### config.mk
export PLATFORM = sky130hd
export DESIGN_NAME = vga_sync_gen
export DESIGN_NICKNAME = d
export VERILOG_FILES = /design/src/rtl/vga_pkg.sv /design/src/rtl/vga_tick_div.sv /design/src/rtl/vga_sync_gen.sv
export SDC_FILE = /design/constraint.sdc
export NUM_CORES = 1
export LEC_CHECK = 0
export CAP_MARGIN = 10
export CORE_ASPECT_RATIO = 0.5
export CORE_UTILIZATION = 53
export DETAILED_ROUTE_END_ITERATION = 10
export GPL_ROUTABILITY_DRIVEN = 0
export PLACE_DENSITY = 0.89
export SLEW_MARGIN = 20
export SYNTH_ARGS = -nofsm -noshare
export SYNTH_HDL_FRONTEND = slang
export SYNTH_SLANG_ARGS = --single-unit
### constraint.sdc
create_clock -name clk -period 2.35 [get_ports clk]
set_input_delay 0.235 -clock clk [delete_from_list [all_inputs] [get_ports clk]]
set_output_delay 0.235 -clock clk [all_outputs]
set_load 0.03 [all_outputs]
### src/rtl/vga_pkg.sv
// vga_pkg: shared VGA 640x480@60 timing defaults and scan phase type.
package vga_pkg;
   localparam int unsigned H_VISIBLE = 640;
   localparam int unsigned H_FRONT   = 16;
   localparam int unsigned H_SYNC    = 96;
   localparam int unsigned H_BACK    = 48;
   localparam int unsigned V_VISIBLE = 480;
   localparam int unsigned V_FRONT   = 10;
   localparam int unsigned V_SYNC    = 2;
   localparam int unsigned V_BACK    = 33;
   localparam int unsigned H_TOTAL   = H_VISIBLE + H_FRONT + H_SYNC + H_BACK;
   localparam int unsigned V_TOTAL   = V_VISIBLE + V_FRONT + V_SYNC + V_BACK;
   typedef enum logic [1:0] {VISIBLE, FRONT, SYNC, BACK} phase_t;
   // 11-bit compare so a boundary of exactly 1024 still works
   function automatic phase_t phase_of(input logic [9:0] c, input int unsigned vis, input int unsigned front,
                                       input int unsigned sync);
      logic [10:0] v;
      v = {1'b0, c};
      return v < 11'(vis) ? VISIBLE : v < 11'(vis + front) ? FRONT : v < 11'(vis + front + sync) ? SYNC : BACK;
   endfunction
endpackage

### src/rtl/vga_tick_div.sv
// vga_tick_div: divides the system clock down to a one-clock pixel strobe.
module vga_tick_div #(
   parameter int CLK_PER_PIX = 4
) (
   input  logic clk,
   input  logic rst_n,
   input  logic en,
   output logic p_tick
);
   localparam int DW = CLK_PER_PIX > 1 ? $clog2(CLK_PER_PIX) : 1;
   logic [DW-1:0] div;
   assign p_tick = en && div == DW'(CLK_PER_PIX - 1);
   always_ff @(posedge clk) begin
      if (!rst_n) div <= '0;
      else if (p_tick) div <= '0;
      else if (en) div <= div + 1'b1;
   end
endmodule

### src/rtl/vga_sync_gen.sv
// vga_sync_gen: VGA scan counters with sync, blanking and frame flags.
module vga_sync_gen
   import vga_pkg::*;
#(
   parameter int unsigned H_VISIBLE   = vga_pkg::H_VISIBLE,
   parameter int unsigned H_FRONT     = vga_pkg::H_FRONT,
   parameter int unsigned H_SYNC      = vga_pkg::H_SYNC,
   parameter int unsigned H_BACK      = vga_pkg::H_BACK,
   parameter int unsigned V_VISIBLE   = vga_pkg::V_VISIBLE,
   parameter int unsigned V_FRONT     = vga_pkg::V_FRONT,
   parameter int unsigned V_SYNC      = vga_pkg::V_SYNC,
   parameter int unsigned V_BACK      = vga_pkg::V_BACK,
   parameter int          CLK_PER_PIX = 4
) (
   input  logic       clk,
   input  logic       rst_n,
   input  logic       en,
   output logic [9:0] x,
   output logic [9:0] y,
   output logic       hsync,
   output logic       vsync,
   output logic       video_on,
   output logic       p_tick,
   output logic       frame_start
);
   localparam int unsigned HT = H_VISIBLE + H_FRONT + H_SYNC + H_BACK;
   localparam int unsigned VT = V_VISIBLE + V_FRONT + V_SYNC + V_BACK;
   if (HT > 1024 || VT > 1024 || CLK_PER_PIX < 1) begin : g_bad_params
      $error("vga_sync_gen: illegal timing parameters");
   end
   logic [9:0] x_nxt, y_nxt;
   logic       x_wrap, y_wrap;
   phase_t     h_ph, v_ph, h_nxt, v_nxt;
   vga_tick_div #(.CLK_PER_PIX(CLK_PER_PIX)) u_div (
      .clk   (clk),
      .rst_n (rst_n),
      .en    (en),
      .p_tick(p_tick)
   );
   always_comb begin
      x_wrap = x == 10'(HT - 1);
      y_wrap = y == 10'(VT - 1);
      x_nxt  = x_wrap ? 10'd0 : x + 10'd1;
      y_nxt  = x_wrap ? (y_wrap ? 10'd0 : y + 10'd1) : y;
      h_nxt  = phase_of(x_nxt, H_VISIBLE, H_FRONT, H_SYNC);
      v_nxt  = phase_of(y_nxt, V_VISIBLE, V_FRONT, V_SYNC);
   end
   // flags are loaded from the next-count values so they move on the same edge as x/y
   always_ff @(posedge clk) begin
      if (!rst_n) begin
         x           <= '0;
         y           <= '0;
         h_ph        <= VISIBLE;
         v_ph        <= VISIBLE;
         video_on    <= 1'b0;
         frame_start <= 1'b0;
      end else begin
         frame_start <= p_tick && x_wrap && y_wrap;
         if (p_tick) begin
            x        <= x_nxt;
            y        <= y_nxt;
            h_ph     <= h_nxt;
            v_ph     <= v_nxt;
            video_on <= h_nxt == VISIBLE && v_nxt == VISIBLE;
         end
      end
   end
   assign hsync = h_ph != SYNC;
   assign vsync = v_ph != SYNC;
endmodule

==> results.cfg <==
[synthesis]
yosys_warnings = 0
syn_area_sq_um = 1710
synth.yosys.seq_area_share_pct = 32.8
netlist.area_leader.share_pct = 32.8
synth_edf_count = 0
syn_area_per_cell_sq_um = 7.67
synth-seq-cells = 28
netlist_instances = 223
ys_async_sr_fraction_pct = 0
synth_cell_types = 52
synth_nets = 230
ys.flop_type = dfxtp_1
synth.area.top_cells = dfxtp_1 (33%), a21oi_1 (6.7%), nor2_1 (5.7%)
yosys.area.top_type = dfxtp_1

[timing]
slew_viol_final = 0
fin_worst_skew_ns = 0.00557
tightest_slew_ns = 0.493
final_hold_viol_count = 0
fin_hold_ws_ns = 0.467
slew_headroom_pct = 67.1
setup_viol = 0
period_minus_slack_ns = 2.19
fin_crit_sh_pct = 93.2
timing.fmax_mhz = 456

[pwr]
p_sw_share_pct = 22.6
vdd_drop_max_mv = 0.361
pwr_density_cell_nw_per_um2 = 378
p_clk_share_pct = 34.3
comb_power_share_pct = 4.2
p_seq_share_pct = 61.5
power_switching_mw = 0.177
internal_power_mw = 0.605
p_leak_nw = 0.680

[cts]
post_cts_buffers = 0
cts_max_path_buffers = 2
tritoncts = built
cts.sinks = 28
htreeDepth = 1
cts-root-buf = clkbuf_8
insertion_delay_ns = 0.28
numCtsBuffers = 3
clk_pin_slew_ns = 0.10

[status]
status = finished, final reports clean

[floorplanning]
die_area_sq_um = 3470
core_sq_um = 3030
die_x_microns = 82.3
die_h_microns = 42.2
start_util_pct = 56.4
rows = 14
boundaryPins = 28

[global_route]
grt_use_total_pct = 24.5
grt-ovfl-total = 0
grt_max_degree = 26
antenna_found_initial = 0
grt_pass1_vias = 1465
grt_first_pass_wirelength_microns = 6590

[critical_path]
path_max_fanout = 14
r2r_slack_ns = 0.16
r2r_cells = 7
required_ns = 2.56
crit_type = reg -> reg
arrival_ns = 2.41
endpoint_kind = register
critPathLaunchType = register

[place]
place_hpwl_microns = 2990
dp_cells = 284
portBuffers = 27

[route]
drt_wl_total_microns = 4140
vias = 1749
first_iter_violations = 142
routed_via_density = 6.09
dr.pass1.iters = 4
drc_errors = 0
drt.antenna.violating_nets = 0
wire_per_inst_microns = 14.4

[worst_hold_path]
hold_depth = 2
hold_path.class = reg -> reg

[cells_and_area]
mostFrequentLayoutCells = dfxtp_1 (27), clkdlybuf4s50_1 (27), nor2_1 (26), a21oi_1 (22), nand2_1 (19)
diodes = 0
area_growth_pct = 21.1
fin_cells = 287
fillers = 268
drive_gt1_share_pct = 8.50
layout.nets = 256

[run]
drv_cap = 0
## timing repair
action / in CTS / in global routing
setup endpoints to repair: 0 / 2
hold buffers: 0 / 0
resized for setup: 0 / 3
endpoints found under the hold margin: 0 / 0
## synth_stat cells, types with 2 or more instances
| master | number |
|---|---|
| dfxtp_1 | 28 |
| nor2_1 | 26 |
| a21oi_1 | 23 |
| nand2_1 | 19 |
| nand3_1 | 13 |
| nor3_1 | 11 |
| inv_1 | 9 |
| xnor2_1 | 8 |
| clkbuf_1 | 7 |
| nand2b_1 | 5 |
| o21ai_0 | 5 |
| a211oi_1 | 4 |
| buf_2 | 4 |
| ha_1 | 4 |
| and3_1 | 3 |
| nand4_1 | 3 |
| nor4_1 | 3 |
| o211ai_1 | 3 |
| or3_1 | 3 |
| xor2_1 | 3 |
| a41o_1 | 2 |
| and2_1 | 2 |
| and4_1 | 2 |
| nand4b_1 | 2 |
| nor4b_1 | 2 |
| o21ai_1 | 2 |
| o22ai_1 | 2 |
## power groups by stage
stage	clock [mW]	combinational, mW	sequential [mW]
after floorplan	0	0.0184	0.493
after global placement	0	0.0318	0.492
after detailed placement	0	0.0332	0.492
after CTS	0.273	0.0332	0.481
after global routing	0.285	0.0370	0.482
final	0.268	0.0332	0.481
## metal layers
layer	wire (microns)	up-vias	track usage (%)
met3	237	6	5.22
met5	0	-	0
met1	1850	827	32.3
li1	-	855	-
met2	2020	61	42.0
met4	35	0	3.16
## logic make-up after synthesis
family | count (synthesis) | synth area share (%)
flops | 28 | 32.8
compound gates | 53 | 20.1
mux | 1 | 0.585
buf+inv | 24 | 6.07
xor+xnor | 11 | 5.63
fa+ha+maj | 4 | 2.93
simple gates | 102 | 31.9
## worst max-delay path, stage by stage (launching register included)
cell and delay [ns]:
dfxtp_2 0.36, ha_1 0.23, and4_2 0.29, and3_1 0.34
nand3_1 0.14, o21ai_1 0.12, or4_1 0.51, a21oi_1 0.15
## sequential cells by signal (all words and copies together) (netlist names)
signal       cells
frame_start      1
video_on         1
h_ph             2
u_div.div        2
x               10
v_ph             2
y               10
## final cells by class
type | instances | area, sq um | share of cell area [%]
flip-flops and latches | 28 | 562 | 27.1
repair buffers | 35 | 330 | 15.9
well taps | 40 | 50.0 | 2.42
inverters | 10 | 37.5 | 1.81
multi-input cells | 171 | 1050 | 50.7
clock buffers | 3 | 41.3 | 1.99
## metrics by stage
stage | utilization, % | TNS (ns) | total power, mW | worst slack (ns) | area (sq um)
5_1_grt | 68.4 | -0.0100 | 0.804 | -0.0100 | 2070
6_report | 68.4 | 0 | 0.782 | 0.159 | 2070
4_1_cts | 68.2 | 0 | 0.787 | 0.120 | 2070
3_3_place_gp | 66.8 | 0 | 0.523 | 0.264 | 2020
2_1_floorplan | - | 0 | 0.511 | 0.00822 | 1710
3_5_place_dp | 66.8 | 0 | 0.525 | 0.153 | 2020
## path summary, 6_finish.rpt
check,startpoint,endpoint
worst max-delay path,x[0]$_SDFFE_PN0P_,video_on$_SDFFE_PN0P_
worst max register to register,x[0]$_SDFFE_PN0P_,video_on$_SDFFE_PN0P_
worst min register to register,video_on$_SDFFE_PN0P_,video_on$_SDFFE_PN0P_
worst min-delay path,video_on$_SDFFE_PN0P_,video_on$_SDFFE_PN0P_
Power figures use the tool's default switching activity.
